<file path="config.mk">
export PLATFORM = sky130hd
export DESIGN_NAME = uart_tx_buffered
export DESIGN_NICKNAME = d
export VERILOG_FILES = /design/src/rtl/uart_pkg.sv /design/src/rtl/uart_sync_fifo.sv /design/src/rtl/uart_tx_buffered.sv
export SDC_FILE = /design/constraint.sdc
export NUM_CORES = 1
export LEC_CHECK = 0
export ABC_CLOCK_PERIOD_IN_PS = 5500
export CAP_MARGIN = 5
export CORE_AREA = 4 4 92 94
export CTS_BUF_LIST = sky130_fd_sc_hd__clkbuf_2 sky130_fd_sc_hd__clkbuf_4 sky130_fd_sc_hd__clkbuf_8
export DETAILED_ROUTE_END_ITERATION = 10
export DIE_AREA = 0 0 96 98
export PLACE_DENSITY = 0.75
export RECOVER_POWER = 50
export SYNTH_ARGS = -nofsm -noshare
export SYNTH_HDL_FRONTEND = slang
export SYNTH_SLANG_ARGS = --single-unit
</file>
<file path="constraint.sdc">
create_clock -name clk -period 5.5 [get_ports clk]
set_clock_uncertainty 0.15 [all_clocks]
set_input_delay 1.1 -clock clk [delete_from_list [all_inputs] [get_ports clk]]
set_output_delay 1.1 -clock clk [all_outputs]
set_load 0.01 [all_outputs]
</file>
<file path="src/rtl/uart_pkg.sv">
// Shared types and constants for the buffered UART transmitter.
// Holds the transmit FSM state encoding and the line/parity encodings.
package uart_pkg;

  typedef enum logic [2:0] {
    IDLE,
    START,
    DATA,
    PARITY,
    STOP
  } tx_state_t;

  localparam logic PAR_EVEN  = 1'b0;
  localparam logic PAR_ODD   = 1'b1;
  localparam logic LINE_IDLE = 1'b1;

endpackage

</file>
<file path="src/rtl/uart_sync_fifo.sv">
// Single-clock FIFO with show-ahead read data; full and empty derive from the
// occupancy count, so the pointers themselves are allowed to wrap freely.
module uart_sync_fifo
  import uart_pkg::*;
#(
  parameter int DATA_W = 8,
  parameter int DEPTH  = 4
) (
  input  logic                     clk,
  input  logic                     rst,
  input  logic                     push,
  input  logic [DATA_W-1:0]        push_data,
  input  logic                     pop,
  output logic [DATA_W-1:0]        pop_data,
  output logic                     full,
  output logic                     empty,
  output logic [$clog2(DEPTH):0]   count
);

  localparam int PTR_W = $clog2(DEPTH);

  logic [DATA_W-1:0] mem [DEPTH];
  logic [PTR_W-1:0]  wr_ptr;
  logic [PTR_W-1:0]  rd_ptr;
  logic              do_push;
  logic              do_pop;

  assign full     = (count == (PTR_W + 1)'(DEPTH));
  assign empty    = (count == '0);
  assign do_push  = push && !full;
  assign do_pop   = pop && !empty;
  assign pop_data = mem[rd_ptr];

  always_ff @(posedge clk) begin
    if (do_push) begin
      mem[wr_ptr] <= push_data;
    end
  end

  always_ff @(posedge clk) begin
    if (rst) begin
      wr_ptr <= '0;
      rd_ptr <= '0;
      count  <= '0;
    end else begin
      if (do_push) begin
        wr_ptr <= wr_ptr + PTR_W'(1);
      end
      if (do_pop) begin
        rd_ptr <= rd_ptr + PTR_W'(1);
      end
      // A simultaneous push and pop leaves the occupancy unchanged
      case ({do_push, do_pop})
        2'b10:   count <= count + (PTR_W + 1)'(1);
        2'b01:   count <= count - (PTR_W + 1)'(1);
        default: count <= count;
      endcase
    end
  end

endmodule

</file>
<file path="src/rtl/uart_tx_buffered.sv">
// Buffered UART transmitter: FIFO-fed frame FSM with runtime baud divider,
// optional parity and 1/2 stop bits; queued words go out back-to-back.
module uart_tx_buffered
  import uart_pkg::*;
#(
  parameter int DATA_W     = 8,
  parameter int FIFO_DEPTH = 4,
  parameter int DIV_W      = 16
) (
  input  logic                          clk,
  input  logic                          rst,
  input  logic [DATA_W-1:0]             data,
  input  logic                          data_valid,
  output logic                          data_ready,
  input  logic                          parity_en,
  input  logic                          parity_type,
  input  logic                          stop2,
  input  logic [DIV_W-1:0]              baud_div,
  output logic                          data_out,
  output logic                          busy,
  output logic [$clog2(FIFO_DEPTH):0]   fifo_count
);

  localparam int              IDX_W     = $clog2(DATA_W);
  localparam logic [IDX_W-1:0] LAST_DATA = IDX_W'(DATA_W - 1);

  tx_state_t         state;
  tx_state_t         state_nxt;
  logic              fifo_push;
  logic              fifo_pop;
  logic              fifo_full;
  logic              fifo_empty;
  logic [DATA_W-1:0] fifo_word;
  logic [DATA_W-1:0] shreg;
  logic [DIV_W-1:0]  timer;
  logic [DIV_W-1:0]  div_q;
  logic [IDX_W-1:0]  bit_idx;
  logic              par_en_q;
  logic              par_bit_q;
  logic              stop2_q;
  logic              par_calc;
  logic              bit_done;
  logic              last_stop;

  assign data_ready = !fifo_full;
  assign fifo_push  = data_valid && data_ready;
  assign busy       = (state != IDLE);
  assign bit_done   = (timer == '0);
  assign last_stop  = (bit_idx == IDX_W'(stop2_q));

  uart_sync_fifo #(
    .DATA_W (DATA_W),
    .DEPTH  (FIFO_DEPTH)
  ) u_fifo (
    .clk       (clk),
    .rst       (rst),
    .push      (fifo_push),
    .push_data (data),
    .pop       (fifo_pop),
    .pop_data  (fifo_word),
    .full      (fifo_full),
    .empty     (fifo_empty),
    .count     (fifo_count)
  );

  // Parity is resolved once per frame, from the word as it leaves the FIFO
  always_comb begin
    par_calc = ^fifo_word;
    case (parity_type)
      PAR_EVEN: par_calc = ^fifo_word;
      PAR_ODD:  par_calc = ~^fifo_word;
    endcase
  end

  always_comb begin
    state_nxt = state;
    fifo_pop  = 1'b0;
    data_out  = LINE_IDLE;
    case (state)
      IDLE: begin
        if (!fifo_empty) begin
          fifo_pop  = 1'b1;
          state_nxt = START;
        end
      end
      START: begin
        data_out = ~LINE_IDLE;
        if (bit_done) begin
          state_nxt = DATA;
        end
      end
      DATA: begin
        data_out = shreg[0];
        if (bit_done && bit_idx == LAST_DATA) begin
          state_nxt = par_en_q ? PARITY : STOP;
        end
      end
      PARITY: begin
        data_out = par_bit_q;
        if (bit_done) begin
          state_nxt = STOP;
        end
      end
      STOP: begin
        // Chain straight into the next start bit when more words are queued
        if (bit_done && last_stop) begin
          if (!fifo_empty) begin
            fifo_pop  = 1'b1;
            state_nxt = START;
          end else begin
            state_nxt = IDLE;
          end
        end
      end
      default: state_nxt = IDLE;
    endcase
  end

  always_ff @(posedge clk) begin
    if (rst) begin
      state <= IDLE;
    end else begin
      state <= state_nxt;
    end
  end

  // Frame config is captured at pop time so input changes never disturb a frame
  always_ff @(posedge clk) begin
    if (rst) begin
      shreg     <= '0;
      timer     <= '0;
      div_q     <= '0;
      bit_idx   <= '0;
      par_en_q  <= 1'b0;
      par_bit_q <= 1'b0;
      stop2_q   <= 1'b0;
    end else if (fifo_pop) begin
      shreg     <= fifo_word;
      timer     <= baud_div;
      div_q     <= baud_div;
      bit_idx   <= '0;
      par_en_q  <= parity_en;
      par_bit_q <= par_calc;
      stop2_q   <= stop2;
    end else if (state != IDLE) begin
      if (bit_done) begin
        timer   <= div_q;
        bit_idx <= (state_nxt != state) ? '0 : bit_idx + IDX_W'(1);
        if (state == DATA) begin
          shreg <= shreg >> 1;
        end
      end else begin
        timer <= timer - DIV_W'(1);
      end
    end
  end

endmodule
</file>
==> reports/metrics.cfg, run 1 <==
[synthesis]
synth_edf_count = 32
yosysMostFrequentCell = nand2_1
ys.flop_type = dfxtp_1
postSynthCellCount = 409
synth.distinct_cells = 62
yosys.area.top_type = dfxtp_1
yosys.area.top_type_share_pct = 28.2
yosys_warnings = 0
synth_area_per_cell_um2 = 10.1
syn_nets = 448
ys_ff_latch = 90
synth_common_cells = nand2_1, dfxtp_1, a21oi_1, nor2_1, edfxtp_1
syn_area_mm2 = 0.00412
async_flop_share_pct = 0
ys_seq_area_share_pct = 51.5
synthTopCellsByArea = dfxtp_1, edfxtp_1, nand2_1

[die]
die_y_um = 98
pin_count = 36
rows = 32
die_w_um = 96
die_area_mm2 = 0.00941
initial_utilization_pct = 53.8
core_mm2 = 0.00765

[power_and_ir_drop]
leakagePower_nw = 1.63
powerDensity_mw_per_mm2 = 561
vdd_drop_max_v = 0.000321

[place]
placed_area_mm2 = 0.00452
gp_congestion = 0.809
port_buffers = 35
place_ws_ns = 1.92
dp_hpwl_mm = 5.46
place_inst = 528

[finish]
nFillCells = 640
finalInstanceArea_mm2 = 0.00472
drive_above_1_share_pct = 9.73
stdcell_count = 544
diodes = 0
nets = 476
area_growth_pct = 14.5

[clock_tree]
root_buffer = clkbuf_8
post_cts_buffers = 0
cts_sinks = 90
htreeDepth = 3
cts_buffers = 9
cts_resized = 0
clockBufferDepth = 2
cts_tree = yes
hold_buffers = 0
clk_pin_slew_ns = 0.10
insertion_delay_ns = 0.36

[critical_path]
worst_path_largest_cell_delay_ns = 0.82
crit_start = state[0]
cp_max_fo = 14
ff2ff_setup_slack_ns = 2.00
cp-end-kind = output port
r2r-end = u_fifo.count[2]
worstPathCellList = nor3_2 -> clkinv_1 -> clkdlybuf4s50_1
path_class = reg -> out
cp-start-kind = flip-flop
reg2reg_depth = 13
arrival_ns = 2.79
reg2reg_from = timer[0]
crit_required_ns = 4.25
cp_slowest_cell = nor3_2

[sta]
setup_viol = 0
post-route-period-util_pct = 73.4
timing.slew.headroom_pct = -63.3
setup_tns_ns = 0
setup_ws_ns = 1.46
slew_viol_final = 58
rsz0062_at_grt = false
fin_crit_ns = 4.04
fin_hold_ws_ns = 0.306
tightest_slew_ns = 2.45
hold_viol = 0
fmax_ghz = 0.248

[global_route]
grt_pass1_vias = 2973
gr-usage-met3_pct = 4.31
grt_pass1_wl_mm = 13.6
grt_max_degree = 58
grt_use_met2_pct = 29.6
track_usage_pct = 18.1
top_usage_layer = met2
antenna_found_initial = 0
grt-ovfl-total = 0
use_met1_pct = 23.7

[detailed_routing]
drc = 0
initialDrtViolationCount = 259
finalWirelength_mm = 8.01
wire_per_inst_um = 14.7
postRouteAntennaNets = 0
vias = 3065
dr.pass1.iters = 5
vias_per_cell = 5.63

[status]
outcome = finished, violations left
violations = max-capacitance violations, max-slew violations

[worst_hold_path]
hold_depth = 2
hold_path_end = div_q[9]
worst_hold_path_type = reg -> reg
holdCritStartpoint = div_q[9]

[run]
drv_cap = 1

## registers in the layout (all words and copies together), names as in the netlist, 2 cells and up, named ones only
register	count
state	3
u_fifo.rd_ptr	2
timer	16
u_fifo.wr_ptr	2
bit_idx	3
u_fifo.count	3
u_fifo.mem	32
div_q	16
shreg	8
## power by group
group          internal (mW)  switching [mW]  leakage [nW]
registers              0.865           0.167         0.770
clock network          0.181           0.263         0.103
logic                  0.513           0.655         0.760
total                   1.56            1.08          1.63
## routing by layer
metal	vias up	wire length (um)	part of all wire [%]
li1	1538	-	-
met4	0	91	1.1
met2	67	3980	50
met5	-	0	0
met1	1451	3550	44
met3	9	382	4.8
## cells in the final DEF (no fill, tap or decap), drive strengths merged, types with 4 or more instances in the layout
cell type and instances:
xnor2 7, or3 7, ha 8, nor3 15, xor2 5, a22oi 5
nor2 39, clkdlybuf4s50 25, a311oi 10, a21oi 39, nand2 62, dfxtp 58
nor4 5, o21ai 12, dlygate4sd3 9, edfxtp 32, clkbuf 10, a211oi 4
mux4 8, a31oi 4, and3 5, inv 19, nand3 11
## worst max-delay path, delay by kind of cell (launching register included)
family                 cells  cell delay (ns)
and+or+nand+nor            1             0.82
DFF                        1             0.44
buffers and inverters      2             1.15
## area by class of cell
type                    count  area (um^2)  share of cell area, %
flip-flops and latches     90         2120                   45.0
multi-input cells         284         1850                   39.2
repair buffers             37          359                   7.61
well taps                 102          128                   2.71
clock buffers               9          124                   2.63
clock inverters             7         76.3                   1.62
inverters                  15         56.3                   1.19
## how the worst max path moves through the flow
stage | endpoint | slack, ns | cells past startpoint
4_1_cts | busy | 1.51 | 3
3_5_place_dp | busy | 1.92 | 3
2_1_floorplan | u_fifo.count[2] | 2.25 | 15
3_3_place_gp | busy | 1.98 | 3
6_report | busy | 1.46 | 3
5_1_grt | busy | 1.32 | 3
## logic make-up after synthesis
family | count (synthesis) | share of synthesized area (%)
flip-flops | 90 | 51.5
multiplexers | 12 | 5.44
adder cells (fa/ha/maj) | 9 | 2.92
XOR/XNOR | 13 | 3.10
AO/OA/AOI/OAI | 90 | 13.8
buffers and inverters | 35 | 3.52
AND/OR/NAND/NOR | 160 | 19.7
## per-stage QoR
stage	utilization [%]	power, mW
global placement	59.1	2.19
detailed placement	59.1	2.22
global route	61.7	2.86
finish	61.7	2.64
floorplan	-	1.95
CTS	61.7	2.67
Note: power is estimated with default switching activity, not from simulation.
==> inputs of run 2 (changes only) <==
--- a/config.mk
+++ b/config.mk
@@ -5,7 +5,7 @@
 export SDC_FILE = /design/constraint.sdc
 export NUM_CORES = 1
 export LEC_CHECK = 0
-export ABC_CLOCK_PERIOD_IN_PS = 5500
+export ABC_CLOCK_PERIOD_IN_PS = 4200
 export CAP_MARGIN = 5
 export CORE_AREA = 4 4 92 94
 export CTS_BUF_LIST = sky130_fd_sc_hd__clkbuf_2 sky130_fd_sc_hd__clkbuf_4 sky130_fd_sc_hd__clkbuf_8
==> constraint.sdc (replaced) <==
create_clock -name clk -period 4.2 [get_ports clk]
set_clock_uncertainty 0.15 [all_clocks]
set_input_delay 0.84 -clock clk [delete_from_list [all_inputs] [get_ports clk]]
set_output_delay 0.84 -clock clk [all_outputs]
set_load 0.01 [all_outputs]
==> reports/metrics.cfg, run 2 (synthesis results as in run 1) <==
[power_and_ir_drop]
power.share.clock_pct = 15.8  ; -1.0 points
sw_frac_of_total_pct = 40.9  ; -0.13 points
powerDensity_mw_per_mm2 = 733  ; +31%
total_power_mw = 3.46  ; +31%
seqPwrFrac_pct = 39.1  ; about the same
leakagePower_nw = 1.63  ; -0.45%
combPwrFrac_pct = 45.1  ; +0.9 points
switchingPower_mw = 1.41  ; +30%
internal_power_mw = 2.04  ; +31%
vdd_drop_max_v = 0.000330  ; +2.9%

[global_route]
grt_pass1_wl_mm = 13.9  ; +2.6%
grt_max_degree = 58  ; unchanged
antenna_found_initial = 0  ; unchanged
track_usage_pct = 18.6  ; +0.49 points
grt-ovfl-total = 0  ; unchanged
grt_pass1_vias = 2897  ; -2.6%

[run]
drv_cap = 1  ; unchanged

[sta]
setup_tns_ns = 0  ; unchanged
fmax_ghz = 0.326
fin_hold_ws_ns = 0.307  ; +0.00175 ns
tightest_slew_ns = 2.58  ; +0.128 ns
rsz0062_at_grt = false
setup_ws_ns = 1.13  ; -0.332 ns
slew_viol_final = 58  ; unchanged
timing.slew.headroom_pct = -71.9  ; -8.6 points
fin_crit_ns = 3.07
hold_viol = 0  ; unchanged
setup_viol = 0  ; unchanged
post-route-period-util_pct = 73.0

[critical_path]
arrival_ns = 3.17  ; +0.38 ns
crit_required_ns = 4.30  ; +0.05 ns
worstPathCellList = inv_1 -> ha_1 -> nor4b_1 -> nand4_2 -> o21ai_2 -> nand2_2 -> inv_2 -> ha_1 -> inv_1 -> fa_1 -> xor2_1 -> or3_1 -> a21oi_1
cp_slowest_cell = fa_1
worst_path_largest_cell_delay_ns = 0.37  ; -0.45 ns
cp_max_fo = 8  ; -6
crit_start = timer[0]
cp-end-kind = flip-flop
reg2reg_from = timer[0]
cp-start-kind = flip-flop
path_class = reg -> reg

[die]
pin_count = 36  ; unchanged
rows = 32  ; unchanged
initial_utilization_pct = 53.8  ; unchanged
die_area_mm2 = 0.00941  ; unchanged
die_y_um = 98  ; unchanged
core_mm2 = 0.00765  ; unchanged
die_w_um = 96  ; unchanged

[worst_hold_path]
worst_hold_path_type = reg -> reg
holdCritStartpoint = par_bit_q

[finish]
stdcell_count = 546  ; +0.37%
regMostFlops = u_fifo.mem
diodes = 0  ; unchanged
layout_commonest_cell = nand2_1
finalInstanceArea_mm2 = 0.00471  ; about the same
reg_top3 = u_fifo.mem (32), div_q (16), timer (16)
fin_util_pct = 61.6  ; about the same
largest_register_ffs = 32  ; unchanged
nets = 478  ; +0.42%
layout_common_cells = nand2_1, dfxtp_1, nor2_1, a21oi_1, edfxtp_1
drive_above_1_share_pct = 10.1  ; +0.41 points
area_growth_pct = 14.4  ; about the same

[clock_tree]
cts_sinks = 90  ; unchanged
hold_buffers = 0  ; unchanged
cts_resized = 0  ; unchanged
cts_tree = yes
clockBufferDepth = 2  ; unchanged
clk_pin_slew_ns = 0.09  ; about the same
root_buffer = clkbuf_8
post_cts_buffers = 0  ; unchanged
insertion_delay_ns = 0.36  ; about the same
cts_buffers = 9  ; unchanged
htreeDepth = 3  ; unchanged

[detailed_routing]
postRouteAntennaNets = 0  ; unchanged
wire_per_inst_um = 15.0  ; +2.0%
vias = 3064  ; -0.033%
vias_per_cell = 5.61  ; -0.40%
finalWirelength_mm = 8.20  ; +2.4%
drc = 0  ; unchanged
initialDrtViolationCount = 249  ; -3.9%
dr.pass1.iters = 7  ; +2

[place]
placed_area_mm2 = 0.00453  ; +0.33%
dp_hpwl_mm = 5.52  ; +1.0%
port_buffers = 35  ; unchanged
place_inst = 530  ; +0.38%
gp_congestion = 0.837  ; +3.4%
place_ws_ns = 1.15  ; -0.764 ns

[status]
outcome = finished, violations left
violations = max-capacitance violations, max-slew violations

==> run 2: cell types whose count changed in the layout (fill, tap and decap cells not counted) <==
cell | previous run | this run
clkinv_4 | 1 | 2
clkinvlp_4 | 0 | 2
clkbuf_4 | 0 | 1
inv_8 | 3 | 0
buf_4 | 2 | 4
clkinv_8 | 1 | 0
==> run 2: critical path: cells and delay by family, from the launching register on <==
kind	cells	cell delay [ns]
xor gates and xnor gates	1	0.16
and+or+nand+nor	4	0.91
DFF	1	0.36
buffers and inverters	3	0.19
adders and majority gates	3	0.84
AOI/OAI and AO/OA	2	0.37
==> run 2: worst paths after layout <==
path / end / slack [ns] / depth (start not counted)
max: u_fifo.count[2] / 1.13 / 13
max reg2reg: u_fifo.count[2] / 1.13 / 13
min: par_bit_q / 0.31 / 2
min reg2reg: par_bit_q / 0.31 / 2
==> run 2: power groups by stage <==
stage | registers, mW | clock network (mW) | logic (mW)
floorplan | 1.29 | 0 | 1.27
global placement | 1.36 | 0 | 1.52
detailed placement | 1.37 | 0 | 1.56
CTS | 1.35 | 0.555 | 1.57
global route | 1.38 | 0.597 | 1.76
finish | 1.35 | 0.545 | 1.56
==> run 2: final cells by class <==
type	instances	area [um^2]
multi-input cells	284	1850
well taps	102	128
fillers	637	2940
flip-flops and latches	90	2120
clock inverters	6	50.0
clock buffers	10	131
repair buffers	39	374
inverters	15	56.3
==> run 2: metal layers <==
layer / wire length, um / share of wire (%) / global-route usage, % / vias to the layer above
met5: 0 / 0 / 0 / -
li1: - / - / - / 1546
met3: 380 / 4.6 / 4.24 / 7
met4: 68 / 0.83 / 4.27 / 0
met1: 3680 / 45 / 26.0 / 1446
met2: 4070 / 50 / 29.4 / 65
==> inputs of run 3 (changes only) <==
--- a/config.mk
+++ b/config.mk
@@ -5,7 +5,7 @@
 export SDC_FILE = /design/constraint.sdc
 export NUM_CORES = 1
 export LEC_CHECK = 0
-export ABC_CLOCK_PERIOD_IN_PS = 4200
+export ABC_CLOCK_PERIOD_IN_PS = 3150
 export CAP_MARGIN = 5
 export CORE_AREA = 4 4 92 94
 export CTS_BUF_LIST = sky130_fd_sc_hd__clkbuf_2 sky130_fd_sc_hd__clkbuf_4 sky130_fd_sc_hd__clkbuf_8
==> constraint.sdc (replaced) <==
create_clock -name clk -period 3.15 [get_ports clk]
set_clock_uncertainty 0.15 [all_clocks]
set_input_delay 0.63 -clock clk [delete_from_list [all_inputs] [get_ports clk]]
set_output_delay 0.63 -clock clk [all_outputs]
set_load 0.01 [all_outputs]
==> reports/metrics.cfg, run 3 (synthesis results as in run 1) <==
[status]
outcome = finished, violations left
violations = max-capacitance violations, max-slew violations

[global_route]
grt-ovfl-total = 0  ; unchanged
grt_pass1_vias = 3085  ; +6.5%
grt_pass1_wl_mm = 13.9  ; +0.15%
track_usage_pct = 18.8  ; +0.14 points
antenna_found_initial = 0  ; unchanged
grt_max_degree = 58  ; unchanged

[detailed_routing]
drc = 0  ; unchanged
finalWirelength_mm = 8.30  ; +1.2%
postRouteAntennaNets = 0  ; unchanged
wire_per_inst_um = 15.2  ; +1.0%
initialDrtViolationCount = 167  ; -33%
vias_per_cell = 5.62  ; +0.21%
dr.pass1.iters = 4  ; -3
vias = 3076  ; +0.39%

[sta]
setup_viol = 0  ; unchanged
hold_viol = 0  ; unchanged
timing.slew.headroom_pct = -69.3  ; +2.6 points
post-route-period-util_pct = 93.0  ; +20 points
slew_viol_final = 58  ; unchanged
rsz0062_at_grt = false
setup_tns_ns = 0  ; unchanged
fin_crit_ns = 2.93  ; -0.140 ns
tightest_slew_ns = 2.54  ; -0.0392 ns
fmax_ghz = 0.342  ; +4.8%

[clock_tree]
cts_resized = 0  ; unchanged
cts_tree = yes
htreeDepth = 3  ; unchanged
clockBufferDepth = 2  ; unchanged
post_cts_buffers = 0  ; unchanged
hold_buffers = 0  ; unchanged
cts_sinks = 90  ; unchanged
cts_buffers = 9  ; unchanged
root_buffer = clkbuf_8
insertion_delay_ns = 0.35  ; about the same
clk_pin_slew_ns = 0.09  ; about the same

[die]
initial_utilization_pct = 53.8  ; unchanged
die_w_um = 96  ; unchanged
rows = 32  ; unchanged
die_area_mm2 = 0.00941  ; unchanged
pin_count = 36  ; unchanged
core_mm2 = 0.00765  ; unchanged
die_y_um = 98  ; unchanged

[critical_path]
crit_required_ns = 3.25  ; -1.05 ns
path_class = reg -> reg
arrival_ns = 3.03  ; -0.14 ns
cp-end-kind = flip-flop
ff2ff_setup_slack_ns = 0.22  ; -0.91 ns
cp_max_fo = 7  ; -1
cp-start-kind = flip-flop

[place]
port_buffers = 35  ; unchanged
gp_congestion = 0.859  ; +2.6%
dp_hpwl_mm = 5.63  ; +2.1%

[finish]
seq_area_mm2 = 0.00212  ; unchanged
diodes = 0  ; unchanged
fin_util_pct = 62.1  ; +0.44 points
largest_register_ffs = 32  ; unchanged
reg_top3 = u_fifo.mem (32), div_q (16), timer (16)
regMostFlops = u_fifo.mem
drive_above_1_share_pct = 10.6  ; +0.43 points
nets = 479  ; +0.21%
multi_input_area_mm2 = 0.00186  ; +0.47%
layout_commonest_cell = nand2_1
nFillCells = 654  ; +2.7%
layout_common_cells = nand2_1, dfxtp_1, nor2_1, a21oi_1, edfxtp_1
area_growth_pct = 15.3

[worst_hold_path]
worst_hold_path_type = reg -> reg

[run]
drv_cap = 1  ; unchanged

[power_and_ir_drop]
leakagePower_nw = 1.64  ; +0.69%
vdd_drop_max_v = 0.000413  ; +25%
powerDensity_mw_per_mm2 = 992  ; +35%

[run 3: through the flow]
stage | setup WS (ns) | std cells | total power, mW | hold WS (ns) | cell area (um^2)
after global routing | 0.0446 | 547 | 5.07 | 0.335 | 4750
after CTS | 0.238 | 547 | 4.73 | 0.308 | 4750
after detailed placement | 0.271 | 531 | 3.93 | 0.295 | 4550
after floorplan | 0.0210 | 409 | 3.42 | 0.282 | 4130
final | 0.222 | 547 | 4.71 | 0.304 | 4750
after global placement | 0.357 | 531 | 3.87 | 0.288 | 4550
[run 3: final cells by class]
class / instances / area share, %
Sequential cell: 90 / 44.7
Multi-Input combinational cell: 284 / 39.2
Timing Repair Buffer: 40 / 8.04
Tap cell: 102 / 2.69
Clock buffer: 9 / 2.61
Clock inverter: 7 / 1.58
Inverter: 15 / 1.19
[run 3: worst paths after layout]
path	start	cells after the start	to
max	timer[11]	11	u_fifo.count[2]
min	div_q[6]	2	div_q[6]
max reg2reg	timer[11]	11	u_fifo.count[2]
min reg2reg	div_q[6]	2	div_q[6]
[run 3: critical path: stages, from the launching register on]
cell and delay (ns):
dfxtp_1 0.38, nor4_1 0.50, nand4_2 0.19, o21ai_2 0.23, nand2_2 0.09, inv_2 0.06
ha_1 0.18, inv_1 0.06, fa_1 0.37, xor2_1 0.16, or3_1 0.32, a21oi_1 0.14
[run 3: per-layer routing]
layer	vias to the layer above	GRT usage (%)	wire length, um
li1	1538	-	-
met1	1473	23.6	3610
met2	61	31.3	4220
met3	4	4.55	417
met4	0	6.24	50
met5	-	0	0
[run 3: report_power, final]
part	total (mW)	switching [mW]	leakage, nW	internal (mW)
Sequential	1.80	0.294	0.770	1.51
Clock	0.791	0.420	0.0939	0.371
Combinational	2.11	1.18	0.773	0.934
Total	4.71	1.89	1.64	2.82
